File: config.mk
export PLATFORM = sky130hd
export DESIGN_NAME = div_restore_8by4
export DESIGN_NICKNAME = d
export VERILOG_FILES = /design/src/rtl/div_pkg.sv /design/src/rtl/div_restore_step.sv /design/src/rtl/div_restore_8by4.sv
export SDC_FILE = /design/constraint.sdc
export NUM_CORES = 1
export LEC_CHECK = 0
export CAP_MARGIN = 5
export CORE_MARGIN = 2
export CORE_UTILIZATION = 45
export DETAILED_ROUTE_END_ITERATION = 16
export PLACE_DENSITY = 0.81
export SLEW_MARGIN = 20
export SYNTH_ARGS = -nofsm -noshare
export SYNTH_HDL_FRONTEND = slang
export SYNTH_SLANG_ARGS = --single-unit
export TNS_END_PERCENT = 100
File: constraint.sdc
create_clock -name clk_i -period 1.7 [get_ports clk_i]
set_input_delay 0.51 -clock clk_i [delete_from_list [all_inputs] [get_ports clk_i]]
set_output_delay 0.51 -clock clk_i [all_outputs]
set_load 0.1 [all_outputs]
File: src/rtl/div_pkg.sv
// rtl/div_pkg.sv - shared state enum and default width for the restoring divider
package div_pkg;

    localparam int DIV_N = 4;

    typedef enum logic [1:0] {
        IDLE = 2'd0,
        RUN  = 2'd1,
        DONE = 2'd2
    } div_state_e;

endpackage

File: src/rtl/div_restore_step.sv
// rtl/div_restore_step.sv - one combinational restoring-division step
module div_restore_step #(
    parameter int N = 4
) (
    input  logic [N-1:0] rem_i,
    input  logic         bit_i,
    input  logic [N-1:0] divisor_i,
    output logic [N-1:0] rem_o,
    output logic         q_o
);

    logic [N:0]   shifted;
    logic [N-1:0] diff;

    // A kept difference is always below the divisor, so its low N bits are exact.
    assign shifted = {rem_i, bit_i};
    assign q_o     = (shifted >= {1'b0, divisor_i});
    assign diff    = shifted[N-1:0] - divisor_i;
    assign rem_o   = q_o ? diff : shifted[N-1:0];

endmodule

File: src/rtl/div_restore_8by4.sv
// rtl/div_restore_8by4.sv - sequential 2N-by-N restoring divider with valid/ready handshakes
// Optional DIV_EARLY_OUT_EN: skip iteration for zero divisor or dividend below divisor.
module div_restore_8by4
    import div_pkg::*;
#(
    parameter int N = DIV_N
) (
    input  logic           clk_i,
    input  logic           rst_ni,
    input  logic           in_valid_i,
    output logic           in_ready_o,
    input  logic [2*N-1:0] dividend_i,
    input  logic [N-1:0]   divisor_i,
    output logic           out_valid_o,
    input  logic           out_ready_i,
    output logic [2*N-1:0] quotient_o,
    output logic [N-1:0]   remainder_o,
    output logic           ovf_o,
    output logic           dbz_o
);

    localparam int CW = $clog2(2 * N);
    localparam logic [CW-1:0] LAST_STEP = CW'(2 * N - 1);

    div_state_e     state_q;
    logic [2*N-1:0] dq_q;
    logic [N-1:0]   dvs_q;
    logic [N-1:0]   prem_q;
    logic [CW-1:0]  step_q;
    logic [2*N-1:0] quotient_q;
    logic [N-1:0]   remainder_q;
    logic           ovf_q;
    logic           dbz_q;
    logic           out_valid_q;

    logic [N-1:0]   prem_d;
    logic           qbit;
    logic [2*N-1:0] dq_d;

    div_restore_step #(.N(N)) u_step (
        .rem_i     (prem_q),
        .bit_i     (dq_q[2*N-1]),
        .divisor_i (dvs_q),
        .rem_o     (prem_d),
        .q_o       (qbit)
    );

    // Dividend bits leave at the top while quotient bits enter at the bottom.
    assign dq_d = {dq_q[2*N-2:0], qbit};

    always_ff @(posedge clk_i or negedge rst_ni) begin
        if (!rst_ni) begin
            state_q     <= IDLE;
            dq_q        <= '0;
            dvs_q       <= '0;
            prem_q      <= '0;
            step_q      <= '0;
            quotient_q  <= '0;
            remainder_q <= '0;
            ovf_q       <= 1'b0;
            dbz_q       <= 1'b0;
            out_valid_q <= 1'b0;
        end else begin
            case (state_q)
                IDLE: begin
                    if (in_valid_i) begin
                        dq_q   <= dividend_i;
                        dvs_q  <= divisor_i;
                        prem_q <= '0;
                        step_q <= '0;
`ifdef DIV_EARLY_OUT_EN
                        if (divisor_i == '0) begin
                            quotient_q  <= '1;
                            remainder_q <= dividend_i[N-1:0];
                            ovf_q       <= 1'b1;
                            dbz_q       <= 1'b1;
                            out_valid_q <= 1'b1;
                            state_q     <= DONE;
                        end else if (dividend_i < {{N{1'b0}}, divisor_i}) begin
                            quotient_q  <= '0;
                            remainder_q <= dividend_i[N-1:0];
                            ovf_q       <= 1'b0;
                            dbz_q       <= 1'b0;
                            out_valid_q <= 1'b1;
                            state_q     <= DONE;
                        end else begin
                            state_q <= RUN;
                        end
`else
                        state_q <= RUN;
`endif
                    end
                end
                RUN: begin
                    dq_q   <= dq_d;
                    prem_q <= prem_d;
                    step_q <= step_q + 1'b1;
                    if (step_q == LAST_STEP) begin
                        quotient_q  <= dq_d;
                        remainder_q <= prem_d;
                        ovf_q       <= |dq_d[2*N-1:N];
                        dbz_q       <= (dvs_q == '0);
                        out_valid_q <= 1'b1;
                        state_q     <= DONE;
                    end
                end
                DONE: begin
                    if (out_ready_i) begin
                        out_valid_q <= 1'b0;
                        state_q     <= IDLE;
                    end
                end
                default: begin
                    out_valid_q <= 1'b0;
                    state_q     <= IDLE;
                end
            endcase
        end
    end

    assign in_ready_o  = (state_q == IDLE);
    assign out_valid_o = out_valid_q;
    assign quotient_o  = quotient_q;
    assign remainder_o = remainder_q;
    assign ovf_o       = ovf_q;
    assign dbz_o       = dbz_q;

endmodule

==> results list <==
- Status: finished, final reports clean
- Fmax: 601.1 MHz
- The endpoint identified for the worst register-to-register timing path is prem_q[1]$_DFFE_PN0P_.
- Async set-reset flop share out of synthesis: 100.0%
- Diode count: 0
- Crit path buffers/inverters: 0
- Final-layout fill cell count: 292
* Count of unique library cells instantiated by Yosys: 34
- Area Growth Syn to Fin: 39.84%
- By area the synthesized netlist is led by sky130_fd_sc_hd__dfrtp_1 52%, sky130_fd_sc_hd__mux2_4 6.0%, sky130_fd_sc_hd__ha_1 4.3%.
- Counting every net in the synthesized netlist gives 182.
- Floorplan die area: 0.004387 mm^2
* Max Clock Skew: 2.645 ps
- Post-Synthesis Cell Area: 0.001743 mm^2
- For the worst flop-to-flop path, the logic depth is 5.
- The detailed router finished its first iteration with 47 violations.
- Synth Instances: 159
- Post-route cell area: 0.002437 mm^2
- Row count: 22
* Worst slew margin relative to its limit: 61.93%
- Measured slew at the worst slew-check pin: 571.0 ps
- After clock tree synthesis, the clock-pin slew on the worst setup and hold paths is 70 ps.
* Pin count of the biggest net entering global routing: 37
- Among all stages on the critical path, the largest delay is contributed by sky130_fd_sc_hd__dfrtp_1.
* Crit path required time: 1890 ps
- Share of final-layout standard cells stronger than drive strength 1: 24.75%
- STA classifies the critical path endpoint as a flip-flop.
* Max Fanout on Critical Path: 10
- Number of nets with antenna violations after detailed routing: 0
* Cell family contributing the most delay on the critical path: compound AO/OA/AOI/OAI gates
- DR vias/cell: 5.407
- Overflow after GRT: 0
- The largest single stage delay on the critical path is 390 ps.
- Counting flops and latches in the post-synthesis netlist gives 36.
- The clock reaches the later pin of the worst-skew pair after 300 ps.
- The initial antenna violation count came to 0.
- The worst register-to-register path begins at dvs_q[0]$_DFFE_PN0P_.
* Count of pins on the block boundary: 32
- Share of Yosys cell area claimed by the top area cell type: 51.69%
* Ordered list of cells on the worst path: ha_1 > nor2b_2 > o211ai_4 > a21oi_1 > o31ai_1
- Average routed wire per standard cell: 14.93 um
- Number of warning messages in the yosys log: 0
- In this run the vertical extent of the chip is 66.24 um.
* H-tree level count: 2
- STA puts the critical path data arrival time at 1860 ps.
- For the final routed database, the setup TNS stands at 0 ps.
- Top cell types by occurrence after synthesis: 36 x sky130_fd_sc_hd__dfrtp_1, 20 x sky130_fd_sc_hd__nand2_1, 14 x sky130_fd_sc_hd__o21ai_0
- Time the worst path needs with I/O delays and setup: 1664 ps
- Among all flip-flop cells after synthesis, the most frequent one is sky130_fd_sc_hd__dfrtp_1.
- Endpoints failing setup: 0
- GRT met2 Usage: 31.13%
- Overall die width: 66.24 um
* Number of buffers inserted by port buffering: 31
- The tool flagged a number of max-cap violations equal to 0.
- Buffers added to address setup during post-CTS repair amount to 0.
- The setup check on the worst reg-to-reg path leaves a slack of 40 ps.
- Worst setup path class: flip-flop to flip-flop
* Total number of cells along the worst setup path: 5
- In this run, CTS created clock tree buffers numbering 5.
- The final-report max-slew violation count is 0.
* Kind of start point of the critical path: flip-flop
- The congestion estimate from routability-driven global placement came to 0.8416.
- Summing the sequential cell areas from Yosys gives 51.69% of the chip area.
- Met3 global-route usage: 3.578%
- Once detailed placement completed, the half-perimeter wirelength came to 2650 um.
- The first global-routing pass estimated 6472 um of wire.
- The clock passes through at most 2 buffers.
* Mean cell area of the mapped netlist: 10.96 um^2
* DR DRC count: 0
- Setup crit start: dvs_q[0]$_DFFE_PN0P_
* Hold buffers post-CTS: 0
- Final wirelength: 3673 um
- The tree is rooted in a sky130_fd_sc_hd__clkbuf_8.
* EDFF count, synth: 0
- Most repeated cell in the gate-level netlist after synthesis: sky130_fd_sc_hd__dfrtp_1
- Of the available clock period, the critical path in the final layout requires 97.87%.
- The critical path ends at prem_q[1]$_DFFE_PN0P_.
- At the end of the flow, the number of nets in the layout was 221.
- Clock tree from TritonCTS: done
- The number of endpoints with negative hold slack in the final report was 0.
- Across every metal layer, demand over resource in global routing totals 19.96%.
- Initial cell density of the core: 47.25%
- Fraction of met1 tracks used by global routing: 25.55%
- Vias: 1,330
* Class of the tightest hold or removal check: flip-flop to flip-flop
- Setup repair after global routing missed its margin: yes
- Post-DP Area: 0.002323 mm^2
- Number of clock sinks: 36
- DRT Pass-1 Iters: 4
- The number of global-route vias before repair was 1,418.
- Area of the core region: 0.003689 mm^2
- met2 is the most crowded layer.
- Largest area contributor in the netlist: sky130_fd_sc_hd__dfrtp_1
==> through the flow <==
stage               std cells  utilization (%)  hold WS, ps  setup WS [ps]
finish                    246            66.08        509.1          36.27
global placement          239            62.99        483.3          11.98
CTS                       246            65.54        509.6          8.695
global route              246            66.08        531.4         -43.73
detailed placement        239            62.99        497.4          10.64
floorplan                 159                -        214.4         0.6574
==> repair_timing <==
item | 4_1_cts | 5_1_grt
setup endpoints to repair | 2 | 8
pin swaps | 0 | 3
hold endpoints to repair | 0 | 0
resized for setup | 2 | 5
==> state kept, by name (all words and copies together), names as in the netlist <==
register	count
ovf_o	1
state_q	2
out_valid_o	1
prem_q	4
quotient_o	8
remainder_o	4
dq_q	8
dvs_q	4
step_q	3
dbz_o	1
==> logic make-up after synthesis <==
family | synth area share [%]
fa+ha+maj | 5.456
mux | 12.63
compound gates | 12.56
buf+inv | 4.163
xor+xnor | 0.5026
flops | 51.69
simple gates | 12.99
==> layout by cell type (no fill, tap or decap), types with 2 or more instances in the layout <==
cell type | netlist | routed
sky130_fd_sc_hd__buf_4 | 2 | 6
sky130_fd_sc_hd__a21oi_1 | 7 | 7
sky130_fd_sc_hd__and3_1 | 3 | 3
sky130_fd_sc_hd__nand2_1 | 20 | 20
sky130_fd_sc_hd__o21ai_0 | 14 | 14
sky130_fd_sc_hd__inv_1 | 8 | 8
sky130_fd_sc_hd__nor2_4 | 0 | 3
sky130_fd_sc_hd__ha_1 | 6 | 6
sky130_fd_sc_hd__mux2_2 | 4 | 4
sky130_fd_sc_hd__clkdlybuf4s50_1 | 0 | 15
sky130_fd_sc_hd__clkbuf_8 | 0 | 5
sky130_fd_sc_hd__o31ai_1 | 7 | 6
sky130_fd_sc_hd__nand2b_1 | 3 | 3
sky130_fd_sc_hd__buf_12 | 0 | 18
sky130_fd_sc_hd__dfrtp_1 | 36 | 36
sky130_fd_sc_hd__nor2_1 | 4 | 2
sky130_fd_sc_hd__mux2i_1 | 7 | 7
sky130_fd_sc_hd__a21o_1 | 2 | 2
sky130_fd_sc_hd__mux2_4 | 7 | 7
sky130_fd_sc_hd__nand3_1 | 9 | 9
==> layout make-up <==
| cell class | instances | area, um^2 | share of cell area, % |
|---|---|---|---|
| inverter | 8 | 30.03 | 1.232 |
| tap | 48 | 60.06 | 2.464 |
| clock inverter | 1 | 5.005 | 0.2053 |
| clock buffer | 6 | 72.57 | 2.977 |
| multi-input combinational | 108 | 813.3 | 33.37 |
| sequential | 36 | 900.9 | 36.96 |
| timing repair buffer | 39 | 555.5 | 22.79 |
==> layer usage <==
layer | up-vias | wire length (um)
li1 | 643 | -
met1 | 648 | 1630
met2 | 31 | 1812
met3 | 8 | 132
met4 | 0 | 97
met5 | - | 0
==> how the worst min path moves through the flow <==
stage | slack (ps) | to | depth (start not counted) | start
2_1_floorplan | 210 | dbz_o$_DFFE_PN0P_ | 0 | rst_ni
3_3_place_gp | 480 | step_q[0]$_DFFE_PN0P_ | 1 | step_q[0]$_DFFE_PN0P_
3_5_place_dp | 500 | step_q[0]$_DFFE_PN0P_ | 1 | step_q[0]$_DFFE_PN0P_
4_1_cts | 510 | step_q[0]$_DFFE_PN0P_ | 1 | step_q[0]$_DFFE_PN0P_
5_1_grt | 530 | step_q[0]$_DFFE_PN0P_ | 1 | step_q[0]$_DFFE_PN0P_
6_report | 510 | step_q[0]$_DFFE_PN0P_ | 1 | step_q[0]$_DFFE_PN0P_
Power is not shown: default switching activity piles up to over one toggle a cycle in this logic, so the estimate is an artifact.
